**config.mk**
```make
export PLATFORM = sky130hd
export DESIGN_NAME = load_store_unit
export DESIGN_NICKNAME = d
export VERILOG_FILES = /design/src/rtl/load_store_unit.sv
export SDC_FILE = /design/constraint.sdc
export NUM_CORES = 1
export LEC_CHECK = 0
export ABC_AREA = 1
export CAP_MARGIN = 20
export CORE_UTILIZATION = 41
export DETAILED_ROUTE_END_ITERATION = 12
export PLACE_DENSITY = 0.83
export SETUP_SLACK_MARGIN = 0.3
export SYNTH_ARGS = -nofsm -noshare
export SYNTH_HDL_FRONTEND = slang
export SYNTH_SLANG_ARGS = --single-unit
```
**constraint.sdc**
```tcl
create_clock -name clk -period 1.4 [get_ports clk]
set_input_delay 0.28 -clock clk [delete_from_list [all_inputs] [get_ports clk]]
set_output_delay 0.28 -clock clk [all_outputs]
set_load 0.005 [all_outputs]
```
**src/rtl/load_store_unit.sv**
```systemverilog
// load_store_unit: initiator side of the data-RAM port.
// Accepts one RV32I load/store at a time. It drives the RAM write-enable,
// address and data, and returns byte/half/word load results with sign or
// zero extension. Every output is registered.
// Optional build macro: LSU_MISALIGN_TRAP_EN. When it is defined, misaligned
// H/W requests complete at once with error=1 and touch no memory. When it is
// not defined, error is tied low and misaligned requests go to the RAM as-is.
module load_store_unit #(
    parameter int ADDR_W = 32
) (
    input  logic              clk,
    input  logic              reset,
    input  logic              req_valid,
    output logic              req_ready,
    input  logic              req_store,
    input  logic [2:0]        req_funct3,
    input  logic [ADDR_W-1:0] req_addr,
    input  logic [31:0]       req_wdata,
    output logic              done,
    output logic              error,
    output logic [31:0]       load_data,
    output logic [2:0]        mem_write_enable,
    output logic [ADDR_W-1:0] mem_addr,
    output logic [31:0]       mem_data_in,
    input  logic [31:0]       mem_data_out
);

    typedef enum logic [1:0] {IDLE, ACCESS, CAPTURE, DONE} state_t;
    typedef enum logic [1:0] {SIZE_B, SIZE_H, SIZE_W} size_t;

    // Access size from funct3. Encodings that are unsupported for the
    // direction (011, 11x, and BU/HU on stores) fall back to a word access.
    function automatic size_t decode_size(input logic store, input logic [2:0] funct3);
        case (funct3)
            3'b000:  return SIZE_B;
            3'b001:  return SIZE_H;
            3'b100:  return store ? SIZE_W : SIZE_B;
            3'b101:  return store ? SIZE_W : SIZE_H;
            default: return SIZE_W;
        endcase
    endfunction

    // The RAM has already right-shifted the word by addr[1:0], so the
    // selected bytes always sit at the bottom of raw.
    function automatic logic [31:0] extend_load(input size_t size, input logic zero_ext,
                                                input logic [31:0] raw);
        case (size)
            SIZE_B:  return zero_ext ? {24'b0, raw[7:0]}   : {{24{raw[7]}}, raw[7:0]};
            SIZE_H:  return zero_ext ? {16'b0, raw[15:0]}  : {{16{raw[15]}}, raw[15:0]};
            default: return raw;
        endcase
    endfunction

    // Write-enable encoding expected by the RAM: bit0 word, bit1 half, bit2 byte.
    function automatic logic [2:0] store_enable(input size_t size);
        case (size)
            SIZE_B:  return 3'b100;
            SIZE_H:  return 3'b010;
            default: return 3'b001;
        endcase
    endfunction

    state_t            state, state_next;
    logic              is_store, is_store_next;
    size_t             size_q, size_next;
    logic              zero_ext, zero_ext_next;
    logic              req_ready_next;
    logic              done_next;
    logic [31:0]       load_data_next;
    logic [2:0]        write_enable_next;
    logic [ADDR_W-1:0] mem_addr_next;
    logic [31:0]       mem_data_in_next;
    size_t             req_size;
    logic              req_zero_ext;

    assign req_size     = decode_size(req_store, req_funct3);
    assign req_zero_ext = !req_store && (req_funct3 == 3'b100 || req_funct3 == 3'b101);

`ifdef LSU_MISALIGN_TRAP_EN
    logic error_q, error_next;
    logic req_misaligned;

    assign req_misaligned = (req_size == SIZE_H && req_addr[0]) ||
                            (req_size == SIZE_W && req_addr[1:0] != 2'b00);
    assign error = error_q;
`else
    assign error = 1'b0;
`endif

    // Next-state and next-output logic for the request sequencer.
    always_comb begin
        // NOTE: every signal written here gets a default first, so no path
        // can leave one unassigned and infer a latch.
        state_next        = state;
        is_store_next     = is_store;
        size_next         = size_q;
        zero_ext_next     = zero_ext;
        done_next         = 1'b0;
        load_data_next    = load_data;
        write_enable_next = 3'b000;
        mem_addr_next     = mem_addr;
        mem_data_in_next  = mem_data_in;
`ifdef LSU_MISALIGN_TRAP_EN
        error_next        = 1'b0;
`endif

        case (state)
            IDLE: begin
                if (req_valid) begin
                    is_store_next    = req_store;
                    size_next        = req_size;
                    zero_ext_next    = req_zero_ext;
                    mem_addr_next    = req_addr;
                    // Store data goes out unmodified; the RAM picks the low bytes.
                    mem_data_in_next = req_wdata;
                    state_next       = ACCESS;
                    if (req_store) begin
                        write_enable_next = store_enable(req_size);
                    end
`ifdef LSU_MISALIGN_TRAP_EN
                    if (req_misaligned) begin
                        state_next        = DONE;
                        write_enable_next = 3'b000;
                        done_next         = 1'b1;
                        error_next        = 1'b1;
                    end
`endif
                end
            end
            ACCESS: begin
                // The write strobe lasts only this cycle; the default clears it.
                if (is_store) begin
                    state_next = DONE;
                    done_next  = 1'b1;
                end else begin
                    state_next = CAPTURE;
                end
            end
            CAPTURE: begin
                load_data_next = extend_load(size_q, zero_ext, mem_data_out);
                state_next     = DONE;
                done_next      = 1'b1;
            end
            DONE: begin
                state_next = IDLE;
            end
            default: begin
                state_next = IDLE;
            end
        endcase

        req_ready_next = (state_next == IDLE);
    end

    // State and registered outputs, with synchronous reset.
    always_ff @(posedge clk) begin
        // NOTE: sequential state uses non-blocking assignments so that every
        // register samples the values from before the edge.
        if (reset) begin
            state            <= IDLE;
            is_store         <= 1'b0;
            size_q           <= SIZE_W;
            zero_ext         <= 1'b0;
            req_ready        <= 1'b1;
            done             <= 1'b0;
            load_data        <= 32'h0;
            mem_write_enable <= 3'b000;
            mem_addr         <= '0;
            mem_data_in      <= 32'h0;
`ifdef LSU_MISALIGN_TRAP_EN
            error_q          <= 1'b0;
`endif
        end else begin
            state            <= state_next;
            is_store         <= is_store_next;
            size_q           <= size_next;
            zero_ext         <= zero_ext_next;
            req_ready        <= req_ready_next;
            done             <= done_next;
            load_data        <= load_data_next;
            mem_write_enable <= write_enable_next;
            mem_addr         <= mem_addr_next;
            mem_data_in      <= mem_data_in_next;
`ifdef LSU_MISALIGN_TRAP_EN
            error_q          <= error_next;
`endif
        end
    end

endmodule

```
==> results.ini <==
[pwr]
power_density_nw_per_um2 = 1460
p_leak_nw = 3.55
max-vdd-ir-drop_v = 0.000820
total_power_mw = 11.5

[clock_network]
htreeDepth = 3
clock_sinks = 107
clk_path_buf_depth = 2
clk-insertion-delay-late_ns = 0.38
cts_tree = built
cts_buffers = 9
root_buffer = clkbuf_8
clk_pin_slew_ns = 0.11

[place]
dp_worst_setup_slack_ns = -0.131
finalWeightedCongestion = 0.815
numPortBuffers = 203
dp.cells = 867
place_hpwl_um = 8830

[global_routing]
busiest_layer = met2
use_met2_pct = 47.4
overflow = 0
met1_usage_pct = 27.5
antenna_found_initial = 0
grt_pass1_wl_um = 22000
grt_pass1_vias = 4544
grt_use_met3_pct = 7.68
grt_usage_pct = 25.5
grt_max_degree = 51

[synth]
synth_top_family_by_area = simple AND/OR/NAND/NOR gates
syn-num-nets = 665
yosysWarnings = 0
netlist_area_um2 = 4250
synth-simple-area-share_pct = 26.9
ys_ff_latch = 107
synth.area.mux_share_pct = 0
ys_seq_area_share_pct = 50.4
synth_cells = 558
synth_area_per_cell_um2 = 7.62
synth_compound_area_share_pct = 11.5
ys_types = 23
synthAdderAreaFrac_pct = 1.18
synth_xor_area_share_pct = 0

[critical_path]
slowest_delay_ns = 0.37
required_ns = 1.66
cp-start-kind = flip-flop
arrival_ns = 1.62
cpMaxStageDelayCell = dfxtp_4
end_kind = flip-flop
worstPathMaxFanout = 23
crit_type = flip-flop to flip-flop
cp_cell_sequence = inv_4, ha_4, nand2_8, buf_12, o21ai_0, nor2_1

[timing]
fmax_mhz = 733
slew_violations = 0
hold_violations = 0
setup_ws_ns = 0.0357
grt_setup_unrepaired = true
fin_crit_ns = 1.36
clock_skew_ns = 0.0142
setup_viol = 0
post-route-period-util_pct = 97.5

[drt]
drtPass1Iterations = 5
drc = 0
vias_per_cell = 5.25
drtIter0Drc = 256
wire_per_inst_um = 19.0
dr_total_vias = 4998
ant_nets = 0
drt_wl_total_um = 18100

[finish]
antenna-diode-count = 0
mostFrequentLayoutCells = nor2_1 (122), clkdlybuf4s50_1 (102), dfxtp_2 (93), buf_4 (58), buf_6 (53)
syn_to_final_growth_pct = 85.3
seq_area_um2 = 2280
multi_input_area_um2 = 2270
fill_cells = 549
fin_cells = 952
drive_above_1_share_pct = 51.2
nets = 921
final_common_cell = nor2_1

[run_status]
status = completed

[floorplan]
initial_utilization_pct = 42.9
die_h_um = 104
coreArea_um2 = 9910
die_area_um2 = 10800
ios = 205
fp.dieW_um = 104
fp-row-count = 36

[flow_run]
max_cap_viol_count = 0

[hold_path]
holdCritPathClass = input pin to flip-flop

-- where the power goes --
group	leakage, nW	switching (mW)	internal (mW)
Sequential	0.919	0.461	3.75
Clock	0.108	1.13	1.02
Combinational	2.53	2.44	2.70
Total	3.55	4.03	7.48
-- cells in the mapped netlist (all sizes together) --
master / instances / area, um^2
buf: 31 / 229
clkinv: 1 / 3.75
conb: 1 / 3.75
clkbuf: 7 / 56.3
ha: 4 / 50.1
nand3: 27 / 180
dfxtp: 107 / 2140
inv: 36 / 135
o21ai: 76 / 380
a21oi: 22 / 110
nor3: 1 / 10.0
nor2: 199 / 762
nand2: 46 / 190
-- worst paths after layout --
check / start / depth (start not counted) / slack, ns / endpoint
max: state[0]$_SDFF_PP0_ / 6 / 0.04 / mem_data_in[2]$_SDFFE_PP0P_
min: req_funct3[0] / 2 / 0.48 / mem_write_enable[2]$_SDFF_PP0_
max reg2reg: state[0]$_SDFF_PP0_ / 6 / 0.04 / mem_data_in[2]$_SDFFE_PP0P_
min reg2reg: mem_addr[22]$_SDFFE_PP0P_ / 2 / 0.50 / mem_addr[22]$_SDFFE_PP0P_
-- kinds of logic after synthesis --
logic type      count (synthesis)
simple gates                  273
flops                         107
compound gates                 98
buf+inv                        75
fa+ha+maj                       4
other cells                     1
-- routing by layer --
layer / wire (um) / vias to the layer above
met1: 6640 / 2357
met4: 823 / 0
met5: 0 / -
met3: 1590 / 82
met2: 9000 / 301
li1: - / 2258
-- what timing repair did --
action	4_1_cts	5_1_grt
setup buffers	19	40
hold buffers	0	0
cloned	4	6
resized for setup	557	162
endpoints found under the setup margin	207	207
pin swaps	3	16
-- flip-flops by register name (all words and copies together) (netlist names) --
name / cells
mem_addr: 32
size_q: 2
is_store: 1
req_ready: 1
zero_ext: 1
mem_write_enable: 3
state: 2
mem_data_in: 32
load_data: 32
done: 1
-- per-stage QoR --
| step | hold WS [ns] | TNS [ns] | instance area, um^2 | utilization [%] |
|---|---|---|---|---|
| 6_report | 0.476 | 0 | 7880 | 79.5 |
| 5_1_grt | 0.472 | -0.0613 | 7880 | 79.5 |
| 4_1_cts | 0.472 | 0 | 6860 | 69.2 |
| 3_5_place_dp | 0.475 | -7.43 | 6410 | 64.7 |
| 3_3_place_gp | 0.461 | -5.77 | 6410 | 64.7 |
| 2_1_floorplan | 0.350 | 0 | 4350 | - |
-- critical path: cells and delay by family, from the launching register on --
| family | cells | cell delay [ns] |
|---|---|---|
| compound gates | 1 | 0.28 |
| flops | 1 | 0.37 |
| buf+inv | 2 | 0.25 |
| fa+ha+maj | 1 | 0.15 |
| simple gates | 2 | 0.20 |
-- layout make-up --
cell class | count | area share (%)
timing repair buffer | 283 | 35.2
sequential | 107 | 29.0
multi-input combinational | 376 | 28.8
tap | 133 | 2.11
inverter | 37 | 2.08
clock buffer | 9 | 1.57
clock inverter | 7 | 1.27
No activity file was read; power rests on OpenSTA's default activity.
